$ cat config.mk
export PLATFORM = sky130hd
export DESIGN_NAME = ppbuf_read_ctrl_flat
export DESIGN_NICKNAME = d
export VERILOG_FILES = /design/src/rtl/ppbuf_read_ctrl_if.sv /design/src/rtl/ppbuf_read_ctrl.sv /design/src/flat_wrapper.sv
export SDC_FILE = /design/constraint.sdc
export NUM_CORES = 1
export LEC_CHECK = 0
export BUFFER_PORTS_ARGS = -buffer_cell sky130_fd_sc_hd__buf_2
export CAP_MARGIN = 20
export CORE_ASPECT_RATIO = 1.2
export CORE_MARGIN = 2
export CORE_UTILIZATION = 39
export DETAILED_ROUTE_END_ITERATION = 7
export GPL_ROUTABILITY_DRIVEN = 0
export PLACE_DENSITY = 0.71
export SLEW_MARGIN = 20
export SYNTH_ARGS = -nofsm -noshare
export SYNTH_HDL_FRONTEND = slang
export SYNTH_SLANG_ARGS = --single-unit
export TNS_END_PERCENT = 100
$ cat constraint.sdc
create_clock -name clk -period 1.6 [get_ports clk]
set_input_delay 0.32 -clock clk [delete_from_list [all_inputs] [get_ports clk]]
set_output_delay 0.32 -clock clk [all_outputs]
set_load 0.005 [all_outputs]
$ cat src/rtl/ppbuf_read_ctrl_if.sv
// Read-side bus of the ping-pong interleaver buffer: the shared RAM read
// port of banks A/B plus the bit stream toward the modulator mapper.
//
// Handshake: a beat transfers on a rising clk edge where valid_out && ready_in
// are both high; once valid_out is high it stays high and q_out stays stable
// until that transfer happens.
interface ppbuf_read_ctrl_if #(
  parameter int ADDR_W = 8
);
  logic              rden_A;
  logic              rden_B;
  logic [ADDR_W-1:0] rdaddress;
  logic              q_A;
  logic              q_B;
  logic              valid_out;
  logic              ready_in;
  logic              q_out;

  // controller side
  modport master (
    output rden_A, rden_B, rdaddress, valid_out, q_out,
    input  q_A, q_B, ready_in
  );

  // RAM/consumer side
  modport slave (
    input  rden_A, rden_B, rdaddress, valid_out, q_out,
    output q_A, q_B, ready_in
  );
endinterface

$ cat src/rtl/ppbuf_read_ctrl.sv
// Read controller for the ping-pong interleaver buffer. Drains a full bank in
// block-interleaved order (row-major walk of a column-written matrix), streams
// the bits downstream and releases the bank to the writer after its last read.
module ppbuf_read_ctrl #(
  parameter int NCBPS      = 192,
  parameter int D          = 16,
  parameter int ADDR_W     = 8,
  parameter int INTERLEAVE = 1
) (
  input  logic              clk,
  input  logic              resetN,
  input  logic              wr_done_A,
  input  logic              wr_done_B,
  output logic              rd_done_A,
  output logic              rd_done_B,
  output logic              err_ovf,
  output logic [1:0]        state_dbg,
  ppbuf_read_ctrl_if.master bus
);

  localparam int ROWS = NCBPS / D;
  localparam int RW   = (D > 1) ? $clog2(D) : 1;

  localparam logic [1:0] S_IDLE = 2'd0;
  localparam logic [1:0] S_WAIT = 2'd1;
  localparam logic [1:0] S_READ = 2'd2;

  logic [1:0]        state;
  logic              full_A;
  logic              full_B;
  logic              rd_bank;     // 0 = A, 1 = B
  logic [ADDR_W-1:0] k;           // read index within the block
  logic [ADDR_W-1:0] addr;        // RAM address for index k
  logic [ADDR_W-1:0] col;         // current column (k / D)
  logic [RW-1:0]     row;         // current row (k mod D)
  logic              valid_r;
  logic              q_sel;

  logic adv;
  logic last;
  logic clr_A;
  logic clr_B;
  logic full_sel;
  logic other_full;

  // A read issues whenever the output register is empty or being emptied.
  assign adv        = (state == S_READ) && (!valid_r || bus.ready_in);
  assign last       = adv && (k == ADDR_W'(NCBPS - 1));
  assign clr_A      = last && !rd_bank;
  assign clr_B      = last &&  rd_bank;
  assign full_sel   = rd_bank ? full_B : full_A;
  // The bank after the current one, counting a wr_done landing this cycle.
  assign other_full = rd_bank ? (full_A || wr_done_A) : (full_B || wr_done_B);

  assign bus.rden_A    = adv && !rd_bank;
  assign bus.rden_B    = adv &&  rd_bank;
  assign bus.rdaddress = addr;
  assign bus.valid_out = valid_r;
  // Gated by valid so q_out is 0 out of reset regardless of stale RAM data.
  assign bus.q_out     = valid_r && (q_sel ? bus.q_B : bus.q_A);

  assign rd_done_A = clr_A;
  assign rd_done_B = clr_B;
  assign state_dbg = state;

  // Bank full flags: a fresh wr_done wins over the release of the same bank.
  always_ff @(posedge clk or negedge resetN) begin
    if (!resetN) begin
      full_A <= 1'b0;
      full_B <= 1'b0;
    end else begin
      if (wr_done_A)  full_A <= 1'b1;
      else if (clr_A) full_A <= 1'b0;
      if (wr_done_B)  full_B <= 1'b1;
      else if (clr_B) full_B <= 1'b0;
    end
  end

  // Sticky overflow: writer signalled a bank that is still unread.
  always_ff @(posedge clk or negedge resetN) begin
    if (!resetN) begin
      err_ovf <= 1'b0;
    end else if ((wr_done_A && full_A && !clr_A) ||
                 (wr_done_B && full_B && !clr_B)) begin
      err_ovf <= 1'b1;
    end
  end

  // Sequencer: wait for the current bank, drain it, hop to the other bank.
  always_ff @(posedge clk or negedge resetN) begin
    if (!resetN) begin
      state   <= S_IDLE;
      rd_bank <= 1'b0;
    end else begin
      case (state)
        S_IDLE: state <= S_WAIT;
        S_WAIT: if (full_sel) state <= S_READ;
        S_READ: begin
          if (last) begin
            rd_bank <= !rd_bank;
            state   <= other_full ? S_READ : S_WAIT;
          end
        end
        default: state <= S_IDLE;
      endcase
    end
  end

  // Address walk: +ROWS per step, on row wrap jump to the next column start.
  always_ff @(posedge clk or negedge resetN) begin
    if (!resetN) begin
      k    <= '0;
      addr <= '0;
      col  <= '0;
      row  <= '0;
    end else if (adv) begin
      if (last) begin
        k    <= '0;
        addr <= '0;
        col  <= '0;
        row  <= '0;
      end else begin
        k <= k + 1'b1;
        if (INTERLEAVE != 0) begin
          if (row == RW'(D - 1)) begin
            row  <= '0;
            col  <= col + 1'b1;
            addr <= col + 1'b1;
          end else begin
            row  <= row + 1'b1;
            addr <= addr + ADDR_W'(ROWS);
          end
        end else begin
          addr <= k + 1'b1;
        end
      end
    end
  end

  // Output stage: RAM data lands one cycle after rden, valid tracks it.
  always_ff @(posedge clk or negedge resetN) begin
    if (!resetN) begin
      valid_r <= 1'b0;
      q_sel   <= 1'b0;
    end else begin
      if (!valid_r || bus.ready_in) valid_r <= adv;
      if (adv) q_sel <= rd_bank;
    end
  end

endmodule

$ cat src/flat_wrapper.sv
// flat-port wrapper written by rule: the top's interface ports become plain ports
module ppbuf_read_ctrl_flat 
#(
  parameter int NCBPS      = 192,
  parameter int D          = 16,
  parameter int ADDR_W     = 8,
  parameter int INTERLEAVE = 1
)
  (clk, resetN, wr_done_A, wr_done_B, rd_done_A, rd_done_B, err_ovf, state_dbg, bus_rden_A, bus_rden_B, bus_rdaddress, bus_valid_out, bus_q_out, bus_q_A, bus_q_B, bus_ready_in);
  ppbuf_read_ctrl_if #(.ADDR_W(ADDR_W)) bus_i ();
  input  logic clk;
  input  logic resetN;
  input  logic wr_done_A;
  input  logic wr_done_B;
  output logic rd_done_A;
  output logic rd_done_B;
  output logic err_ovf;
  output logic [1:0] state_dbg;
  output wire logic [$bits(bus_i.rden_A)-1:0] bus_rden_A;
  output wire logic [$bits(bus_i.rden_B)-1:0] bus_rden_B;
  output wire logic [$bits(bus_i.rdaddress)-1:0] bus_rdaddress;
  output wire logic [$bits(bus_i.valid_out)-1:0] bus_valid_out;
  output wire logic [$bits(bus_i.q_out)-1:0] bus_q_out;
  input wire logic [$bits(bus_i.q_A)-1:0] bus_q_A;
  input wire logic [$bits(bus_i.q_B)-1:0] bus_q_B;
  input wire logic [$bits(bus_i.ready_in)-1:0] bus_ready_in;
  assign bus_rden_A = bus_i.rden_A;
  assign bus_rden_B = bus_i.rden_B;
  assign bus_rdaddress = bus_i.rdaddress;
  assign bus_valid_out = bus_i.valid_out;
  assign bus_q_out = bus_i.q_out;
  assign bus_i.q_A = bus_q_A;
  assign bus_i.q_B = bus_q_B;
  assign bus_i.ready_in = bus_ready_in;
  ppbuf_read_ctrl #(.NCBPS(NCBPS), .D(D), .ADDR_W(ADDR_W), .INTERLEAVE(INTERLEAVE)) u_core (.clk(clk), .resetN(resetN), .wr_done_A(wr_done_A), .wr_done_B(wr_done_B), .rd_done_A(rd_done_A), .rd_done_B(rd_done_B), .err_ovf(err_ovf), .state_dbg(state_dbg), .bus(bus_i));
endmodule
==> run summary, run 1 <==
In the routed design, unresolved DRC markers number 0. On the final layout, the worst clock skew is 0.0105 ns. For the pin with the worst max-slew slack, the measured transition is 0.480 ns.

The number of enable-type register cells in the synthesized netlist was 0; the maximum count of clock buffers along a single path was 2. The sequential cell area is 903 um2. The core region is 4900 um2. The most area-hungry cell type in the Yosys netlist is sky130_fd_sc_hd__dfrtp_1.

Final critical-path required period: 1.74 ns. Setup repair after global routing could not meet its margin everywhere. Global routing used 19.2% of the available tracks across all layers. For the final number of hold-violating endpoints, the log shows 0. In this run the static leakage power is 1.29 nW.

The reg-to-reg startpoint is u_core.state_dbg[0]. The mapped netlist covers 1960 um2. The clock reaches the later pin of the worst-skew pair after 0.30 ns. The run finished, with violations left. The flip-flop and latch count after synthesis works out to 36. The library cell used most frequently in the layout, excluding fill and tap cells, is sky130_fd_sc_hd__buf_4. In this run the vertical extent of the chip is 81.7 um. The cell area after placement was 2400 um2; the maximum number of pins on one net before global-route repair was 37.

Power per unit of standard cell area: 1540 nW/um2. By startpoint and endpoint, the worst setup path is classified as flop to output port. Buffers placed on the I/O ports in this run total 23. VDD sags by at most 0.705 mV. Once layout is complete, the utilization of the core stands at 57.8%. The critical path goes through and2b_4 > nand3_4 > nor3_4 > buf_2. The number of different library cells used by synthesis comes to 53. The endpoint of the lowest-slack register-to-register path is u_core.err_ovf.

The run gives 93 as the starting DRC count in detailed routing. The fraction of synthesized cell area taken by the top area cell type came out at 45.9%. The peak clock frequency supported by timing was 0.576 GHz; the depth of the CTS H-tree was 2. The tools report the final worst hold slack as 0.0546 ns. Dividing the detail-routed wire length by the instance count gives 15.4 um. The post-route worst setup slack is -0.137 ns, and the number of synthesis warnings is 0.

The library cells used most frequently in the layout, excluding fill and tap cells, are sky130_fd_sc_hd__buf_4 (46), sky130_fd_sc_hd__dfrtp_1 (34), sky130_fd_sc_hd__buf_2 (22). The kind of path behind the tightest hold check was primary input to async pin. The total overflow left after global routing is 0. After detailed routing, the total wire length is 5.20 mm. The width of the die works out to 68.8 um. In this run the tightest slew margin relative to its limit is 68.0%. TritonCTS built the clock tree. The tools report the count of antenna-violating nets left after detailed routing as 0.

The logs give 287 for the final net count and 5 for the total CTS buffers. In this run the worst path has a maximum fanout of 5. The run gives -0.0931 ns as the pre-CTS setup slack. Summed over all nets, the half-perimeter wirelength after detailed placement is 3.44 mm. Placement row count: 28. Critical path's slowest cell: sky130_fd_sc_hd__dfrtp_1. The finished cells cover 2840 um2. The routed via count divided by cell count came out at 5.50.

The final number of setup-violating endpoints was 9. The synthesized area per cell is 9.82 um2. Initial core utilization: 40.1%. The predominant post-synthesis flop cell was sky130_fd_sc_hd__dfrtp_1. For this block, the via count after detailed routing is 1,852. The largest single stage delay on the critical path is 0.39 ns. The number of buffers added to fix hold violations after cts was 0; the clock slew at the register clock pins of the worst setup and hold paths was 0.08 ns. The clock tree root buffer cell is sky130_fd_sc_hd__clkbuf_8.

The critical path launch point type is a flop. The tools report the critical path data required time as 1.28 ns. The run gives 1,721 as the via count of the first global-routing pass. Type of element capturing the critical path: an output port. The number of cells on the worst reg-to-reg path is 5. After layout, the worst path uses 109% of the clock period.

In the synthesized netlist the async set-or-reset flop fraction comes to 100%. The number of nets in the synthesized netlist is 211. The final reports fail on setup timing. For the final count of pins violating max slew, the log shows 0. Data arrives at the worst endpoint at 1.42 ns. The die area is 5620 um2. By area the synthesized netlist is led by sky130_fd_sc_hd__dfrtp_1 (46%), sky130_fd_sc_hd__nand2_1 (3.4%), sky130_fd_sc_hd__nand3_1 (3.3%).

The fill cell total of the finished layout is 415, and the signed area change from the synthesized netlist to the final layout is 44.4%. 24 I/O pins were placed. For the number of diodes, the log shows 0. Adding up every negative setup slack in the final design gives -0.413 ns.

The first-pass iteration count of the detailed router is 4, and the share of the yosys chip area belonging to registers is 45.9%. The number of antenna violations at the first check in global routing is 0. The logs give -0.05 ns for the reg2reg setup slack and 0 for the number of maximum-capacitance constraint violations.

The gate count after technology mapping was 200. The sink count of the clock tree is 36, and the area taken by multi-input logic gates is 1190 um2. The proportion of layout cells with a drive suffix above 1 came out at 43.7%. The first global-routing pass estimated 7.98 mm of wire.
report_power, final:
group	total (mW)	leakage [nW]	internal (mW)	switching [mW]
registers	1.51	0.434	1.21	0.302
logic	2.17	0.800	1.14	1.04
clock network	0.692	0.0510	0.344	0.349
total	4.38	1.29	2.69	1.69
metal layers:
layer  up-vias  GRT usage [%]  routed length, um
li1        901              -                  -
met1       909           23.6               2180
met2        33           32.3               2750
met3         9           3.84                150
met4         0           8.43                112
met5         -              0                  0
metrics by stage:
stage,cells,power (mW)
2_1_floorplan,200,2.41
3_3_place_gp,312,3.19
3_5_place_dp,312,3.25
4_1_cts,329,4.10
5_1_grt,337,4.68
6_report,337,4.38
cell type report:
type	instances	share of cell area [%]
timing repair buffer	76	19.2
tap	60	2.65
multi-input combinational	150	42.1
clock inverter	2	0.353
clock buffer	6	2.91
inverter	7	0.926
sequential	36	31.8
what timing repair did:
action,in CTS,in global routing
resized for setup,19,31
endpoints found under the setup margin,11,25
setup buffers,10,10
pin swaps,6,10
worst max-delay path, delay by kind of cell (launching register included):
kind	cells	cell delay [ns]
AND/OR/NAND/NOR	3	0.58
buffers and inverters	1	0.15
flip-flops	1	0.39
synth_stat cells, drive strengths merged (5+ instances only):
cell type and n:
a21oi 5, dfrtp 36, nand3 14, o21ai 12
xnor2 6, xor2 5, a21o 8, nand2 19
inv 7, nor3 8, nor2 13
state kept, by name (all words and copies together) (netlist names), 2 cells and up:
signal / flops
u_core.k: 8
u_core.row: 4
u_core.bus.rdaddress: 8
u_core.col: 8
u_core.state_dbg: 2
kinds of logic after synthesis:
logic type	count (synthesis)	share of synthesized area, %
AND/OR/NAND/NOR	84	24.4
AO/OA/AOI/OAI	50	18.9
flip-flops	36	45.9
buffers and inverters	14	2.93
XOR/XNOR	11	4.90
adder cells (fa/ha/maj)	4	2.55
multiplexers	1	0.510
worst max-delay path by stage:
stage / startpoint / slack (ns) / to / cells past startpoint
floorplan: u_core.row[0] / 0.004 / u_core.col[5] / 7
global placement: bus_ready_in / 0.01 / rd_done_B / 6
detailed placement: u_core.row[1] / -0.09 / u_core.col[5] / 5
CTS: u_core.state_dbg[0] / -0.11 / rd_done_A / 4
global route: u_core.k[1] / -0.20 / rd_done_B / 6
finish: u_core.state_dbg[0] / -0.14 / rd_done_A / 4
Note: power is estimated with default switching activity, not from simulation.
==> run 2, diff against run 1 <==
CAP_MARGIN = not set   (was 20)
CTS_BUF_LIST = sky130_fd_sc_hd__clkbuf_2 sky130_fd_sc_hd__clkbuf_4 sky130_fd_sc_hd__clkbuf_8   (was not set)
PLACE_DENSITY = not set   (was 0.71)
==> run 2 against run 1 <==
  * The run still ends with setup timing left
  * Non-clock buffer count up 8
  * First-iteration DRC count is 22% higher
  * Highest routed layer unchanged
  * Flip-flop and latch count stayed put
  * Combinational power grew 5%
  * Hold slack gained 0.20 ns
  * Wire length grew 2.0%
  * Largest cell class unchanged
  * Setup slack gained 0.017 ns
  * Clock power increased by 2%
  * Global-route usage grew 1.1 points
==> run summary, run 2 (synthesis results as in run 1) <==
The flow ran to the end, but the final reports show violations. The final reports fail on setup timing. The placement row count was 28; the maximum resistive drop on vdd was 0.870 mV. The routed via count divided by cell count came out at 5.49. The total area inside the core boundary comes to 4900 um2. The largest fanout on the critical path is 4. The tools report the maximum number of pins on one net before global-route repair as 19.

The largest individual stage delay along the critical path comes from the cell sky130_fd_sc_hd__dfrtp_1. For this design the ratio of total power to cell area is 1530 nW/um2. TritonCTS built the clock tree.

The category of the most critical setup path is flop to output port. In this run the deepest clock path goes through 2 buffers. During I/O placement, the number of pins put on the boundary was 24.

At the worst endpoint, the required time is 1.28 ns. Leaving out fill and tap cells, the most frequent cell in the layout is sky130_fd_sc_hd__buf_4. The logs give 0.252 ns for the final worst hold slack and -0.121 ns for the post-route worst setup slack.

The critical path goes through and2b_4 > nand3_4 > nor3_4 > buf_2. The relative slew slack is 75.1%, and the average wire per cell in the routed design is 15.4 um. The share of the clock period used by the worst path after layout was 108%. 0 antenna diodes ended up in the layout. The library cells used most frequently in the layout, excluding fill and tap cells, are sky130_fd_sc_hd__buf_4 (49), sky130_fd_sc_hd__dfrtp_1 (35), sky130_fd_sc_hd__buf_2 (23).

Setup repair after global routing could not meet its margin everywhere. Proportion of layout cells with a drive suffix above 1: 43.5%. Start point of the worst min-delay path: wr_done_B. The tools report the reg-to-reg startpoint as u_core.k[1]. The via count of the first global-routing pass was 1,849; the signed area change from the synthesized netlist to the final layout was 48.8%.

The H-tree was split into 2 levels. The buffering stage count on the worst path with inverters included is 1. In this run the static leakage power is 1.34 nW.

The non-filler instance count after layout was 345; the count of antenna-violating nets left after detailed routing was 0. The residual overflow from global routing came out at 0. The tools report the fill cell total of the finished layout as 421. Kind of path behind the tightest hold check: primary input to flop. The number of clock buffers added by TritonCTS is 5. Once the floorplan was initialized, standard cells occupied 40.1% of the core. The starting DRC count in detailed routing came out at 113. For this design, the sink count on the clock tree is 36. Measured on the finished design, the core utilization comes to 59.6%. The die boundary height works out to 81.7 um. Clock tree root buffer cell: sky130_fd_sc_hd__clkbuf_8. The tools report the final number of hold-violating endpoints as 0.

The clock reaches the later pin of the worst-skew pair after 0.28 ns. Clock skew on the completed layout was measured at 0.00415 ns. The sum of routed wire length over all layers came out at 5.30 mm. The die area is 5620 um2. The most critical setup path has its startpoint at u_core.state_dbg[0].

STA classifies the critical path endpoint as an output port. Final count of pins violating max slew: 0. In this design, the largest share of critical-path delay is due to simple AND/OR/NAND/NOR gates.

The global-route wire length before repair is 8.65 mm. Based on the critical path, the design can be clocked at up to 0.581 GHz. The number of maximum-capacitance constraint violations was 0; the width of the die was 68.8 um.

The tools report the number of placed instances with taps included as 314. The run gives 0 as the number of antenna violations at the first check in global routing. The tools report the critical path launch point type as a flop. Detailed placement ended at an HPWL of 3.67 mm. The logs give 295 for the final net count and 0 for the count of unresolved DRC violations after routing. Clock slew at the register clock pins of the worst setup and hold paths: 0.07 ns. In the global route stage, overall resource usage came out at 20.3%.

Across all layers, the routed design uses 1,894 vias. Setup violations remaining at the end of the flow were counted as 9. The maximum cell stage delay along the critical path is 0.39 ns, and the transition time of the tightest slew-check pin is 0.368 ns. The worst path in the final design needs a cycle of 1.72 ns, including I/O delays and setup. For the worst setup path, the data arrival time is 1.40 ns. Before antenna repair, the detailed router went through 4 iterations.

In this run the tool buffered the top-level ports with 23 buffer cells.
-- run 2: area by class of cell --
type	count	area (um2)	share of cell area [%]
well taps	60	75.1	2.57
repair buffers	84	634	21.7
inverters	7	28.8	0.985
clock buffers	8	97.6	3.34
flip-flops and latches	36	902	30.9
multi-input cells	150	1180	40.5
-- run 2: power by group --
part	total, mW	switching [mW]	internal [mW]	leakage (nW)
clock	0.707	0.321	0.385	0.0523
sequential	1.49	0.282	1.21	0.435
combinational	2.28	1.07	1.21	0.850
total	4.48	1.67	2.80	1.34
-- run 2: timing repair --
| action | 4_1_cts | 5_1_grt |
|---|---|---|
| resized for setup | 24 | 26 |
| setup buffers | 13 | 9 |
| hold buffers | 1 | 0 |
| pin swaps | 10 | 16 |
| gates cloned | 0 | 1 |
| hold endpoints to repair | 10 | 0 |
| endpoints found under the setup margin | 10 | 29 |
-- run 2: stage by stage --
stage	setup WS, ns	setup TNS, ns	power [mW]	instance area (um2)
5_1_grt	-0.188	-2.17	4.81	2920
6_report	-0.121	-0.612	4.48	2920
3_3_place_gp	-0.0946	-0.176	3.21	2420
4_1_cts	-0.101	-0.381	4.25	2740
2_1_floorplan	0.00424	0	2.41	1970
3_5_place_dp	-0.0640	-0.104	3.24	2420
-- run 2: path summary, 6_finish.rpt --
check,endpoint,cells after the start,slack (ns)
setup reg to reg,u_core.bus.rdaddress[4],7,-0.07
hold reg to reg,u_core.err_ovf,1,0.49
setup / recovery,rd_done_A,4,-0.12
max in group asynchronous,u_core.bus.rdaddress[6],3,0.69
hold / removal,u_core.full_B,2,0.25
min in group asynchronous,u_core.q_sel,2,0.47
-- run 2: metal layers --
metal | track usage, % | share of wire (%) | up-vias | wire (um)
met4 | 7.06 | 1.8 | 0 | 93
met2 | 36.3 | 53 | 39 | 2810
li1 | - | - | 912 | -
met3 | 2.88 | 2.8 | 6 | 149
met1 | 24.5 | 42 | 937 | 2240
met5 | 0 | 0 | - | 0
==> run 3, diff against run 2 <==
CORE_ASPECT_RATIO = not set   (was 1.2)
==> run 3 against run 2 <==
  * The flow still finishes with violations (setup timing)
  * Critical path depth unchanged
  * Flip-flop and latch count did not move
  * Non-clock buffer count down 3
  * Global-route usage grew 0.24 points
  * Maximum frequency fell by 0.27%
  * Hold slack worse by 0.011 ns
  * Largest cell class unchanged
==> run summary, run 3 (synthesis results as in run 1) <==
Prior to clock tree synthesis, the placed netlist has a worst setup slack of -0.0261 ns. After layout, the worst path uses 108% of the clock period. Summing over every cut layer, the via total after detailed routing is 1,876. Entering global routing, the biggest net connects 21 pins. After detailed routing, the number of remaining DRC violations is 0. The number of placed instances with taps included is 319. The cell type group with the largest total delay on the critical path was simple AND/OR/NAND/NOR gates. For the source-to-sink clock delay at the later pin of the worst-skew pair, the log shows 0.30 ns. Counting I/O delays and the setup requirement, the final critical path takes 1.73 ns. Proportion of layout cells with a drive suffix above 1: 44.5%. The tools report the reg-to-reg startpoint as u_core.k[0].

Traced cell by cell, the critical path runs through and2b_4 > nand3_4 > nor3_2 > buf_2. The H-tree was split into 2 levels. The worst hold path terminates at u_core.full_B. The library cells used most frequently in the layout, excluding fill and tap cells, are sky130_fd_sc_hd__buf_4 (48), sky130_fd_sc_hd__dfrtp_1 (35), sky130_fd_sc_hd__buf_2 (24).

During I/O placement, the number of pins put on the boundary was 24. Across the VDD grid, the largest voltage drop is 0.767 mV. The worst setup path is captured at an output port. The checks that failed: setup timing. For this block, the routed nets add up to 5.34 mm of wire. In this run the horizontal extent of the chip is 75.0 um. For this design the static power due to leakage is 1.35 nW. For the pin with the worst max-slew slack, the measured transition is 0.413 ns. The signal arrival time at the worst endpoint was 1.41 ns.

The logs give 1210 um2 for the area taken by multi-input logic gates and -0.07 ns for the reg2reg setup slack. Registers take 902 um2. For this configuration, the core starts out at a cell density of 41.0%. Counting cells, the worst reg-to-reg path comes to 6.

The run gives 0 as the final number of hold-violating endpoints. The tools report the number of antenna violations at the first check in global routing as 0. The run gives 36 as the sink count of the clock tree. Across the run, the number of max-cap violations was 0.

After global routing the overflow that remains totals 0. The maximum cell stage delay along the critical path came out at 0.40 ns. The die is 75.0 um tall. In this run, the number of DRC markers left after iteration 0 of detailed routing was 68.

The final count of pins violating max slew was 0; the post-route worst setup slack was -0.125 ns. The signed area change from the synthesized netlist to the final layout was 47.3%. The logs give 0.580 GHz for the peak clock frequency supported by timing and 25 for the placement row count. The critical path's slowest cell was sky130_fd_sc_hd__dfrtp_1.

The total global routing track utilization is 20.6%. In this run the standard cell core region covers 4790 um2. The tools report the relative slew slack as 72.5%. The tools report the number of diodes as 0. The die area was 5620 um2. In this run the most critical hold path is launched from wr_done_B. The global-route wire length before repair was 8.68 mm. The library cell used most frequently in the layout, excluding fill and tap cells, is sky130_fd_sc_hd__buf_4. The tools report the endpoint of the lowest-slack register-to-register path as u_core.col[7]. The largest fanout on the critical path is 5, and the average wire per cell in the routed design is 15.3 um. First-pass iteration count of the detailed router: 5. After filler insertion, the fill cell instance count of the layout stands at 420. The clock arrives with 0.0127 ns of skew. The post-route setup TNS was -0.869 ns. Summed over all nets, the half-perimeter wirelength after detailed placement is 3.47 mm. The count of antenna-violating nets left after detailed routing was 0; the buffering stage count on the worst path with inverters included was 1.

After detailed routing, the number of vias per cell comes to 5.39. Setup repair after global routing could not meet its margin everywhere. At the worst endpoint, the required time is 1.28 ns. Setup violations remaining at the end of the flow were counted as 18. STA classifies the critical path startpoint as a flop. For this run, the number of standard cells in the final layout without fillers is 348.

The run finished, with violations left. The worst setup path is of the flop to output port kind. The final layout contains 292 nets.

The kind of path behind the tightest hold check was primary input to flop. The maximum count of clock buffers along a single path was 2; the number of port buffers was 23. Dividing total power by cell area gives a power density of 1500 nW/um2. TritonCTS built the clock tree.

The worst hold path passes through 2 cells. The clock slew at the register clock pins of the worst setup and hold paths was 0.08 ns. The clock tree root buffer cell was sky130_fd_sc_hd__clkbuf_8. For the via count of the first global-routing pass, the log shows 1,856. The total CTS buffers is 5.
## run 3: how the worst max path moves through the flow
| stage | cells after the start | startpoint | endpoint | slack, ns |
|---|---|---|---|---|
| final | 4 | u_core.state_dbg[0] | rd_done_A | -0.13 |
| after detailed placement | 6 | u_core.k[0] | u_core.col[5] | -0.03 |
| after global routing | 6 | u_core.row[0] | u_core.col[6] | -0.22 |
| after CTS | 4 | u_core.state_dbg[0] | rd_done_A | -0.09 |
| after global placement | 6 | u_core.row[0] | u_core.col[6] | 0.01 |
| after floorplan | 7 | u_core.row[0] | u_core.col[5] | 0.004 |
## run 3: routing by layer
metal,wire length (um),part of all wire (%),global-route usage [%]
met5,0,0,0
met4,62,1.2,6.94
met3,174,3.3,4.15
met2,2650,50,32.9
met1,2460,46,27.9
## run 3: cell type report
type / instances / area share, %
tap: 67 / 2.90
clock buffer: 6 / 2.64
inverter: 7 / 0.908
multi-input combinational: 150 / 41.9
clock inverter: 1 / 0.173
sequential: 36 / 31.2
timing repair buffer: 81 / 20.4
## run 3: power by group
part	leakage [nW]	internal [mW]	switching (mW)	total (mW)
Sequential	0.435	1.21	0.298	1.51
Clock	0.0445	0.313	0.327	0.640
Combinational	0.872	1.14	1.05	2.19
Total	1.35	2.66	1.68	4.34
## run 3: what timing repair did
item	CTS	global route
hold endpoints to repair	16	0
buffers inserted	16	4
hold buffers	1	0
pin swaps	12	18
setup endpoints to repair	9	24
gates cloned	1	0
gates resized for setup	23	30
## run 3: worst reg2reg max path, delay by kind of cell (launching register included)
| kind | cells | cell delay [ns] |
|---|---|---|
| compound gates | 2 | 0.55 |
| fa+ha+maj | 1 | 0.21 |
| buf+inv | 1 | 0.15 |
| flops | 1 | 0.39 |
| simple gates | 2 | 0.31 |
## run 3: through the flow
| step | total power, mW | instance area, um2 | util [%] | hold slack [ns] |
|---|---|---|---|---|
| 5_1_grt | 4.68 | 2890 | 60.5 | 0.244 |
| 3_3_place_gp | 3.15 | 2420 | 50.5 | 0.277 |
| 6_report | 4.34 | 2890 | 60.5 | 0.241 |
| 3_5_place_dp | 3.16 | 2420 | 50.5 | 0.275 |
| 4_1_cts | 4.08 | 2730 | 57.0 | 0.243 |
| 2_1_floorplan | 2.41 | 1970 | - | 0.0244 |
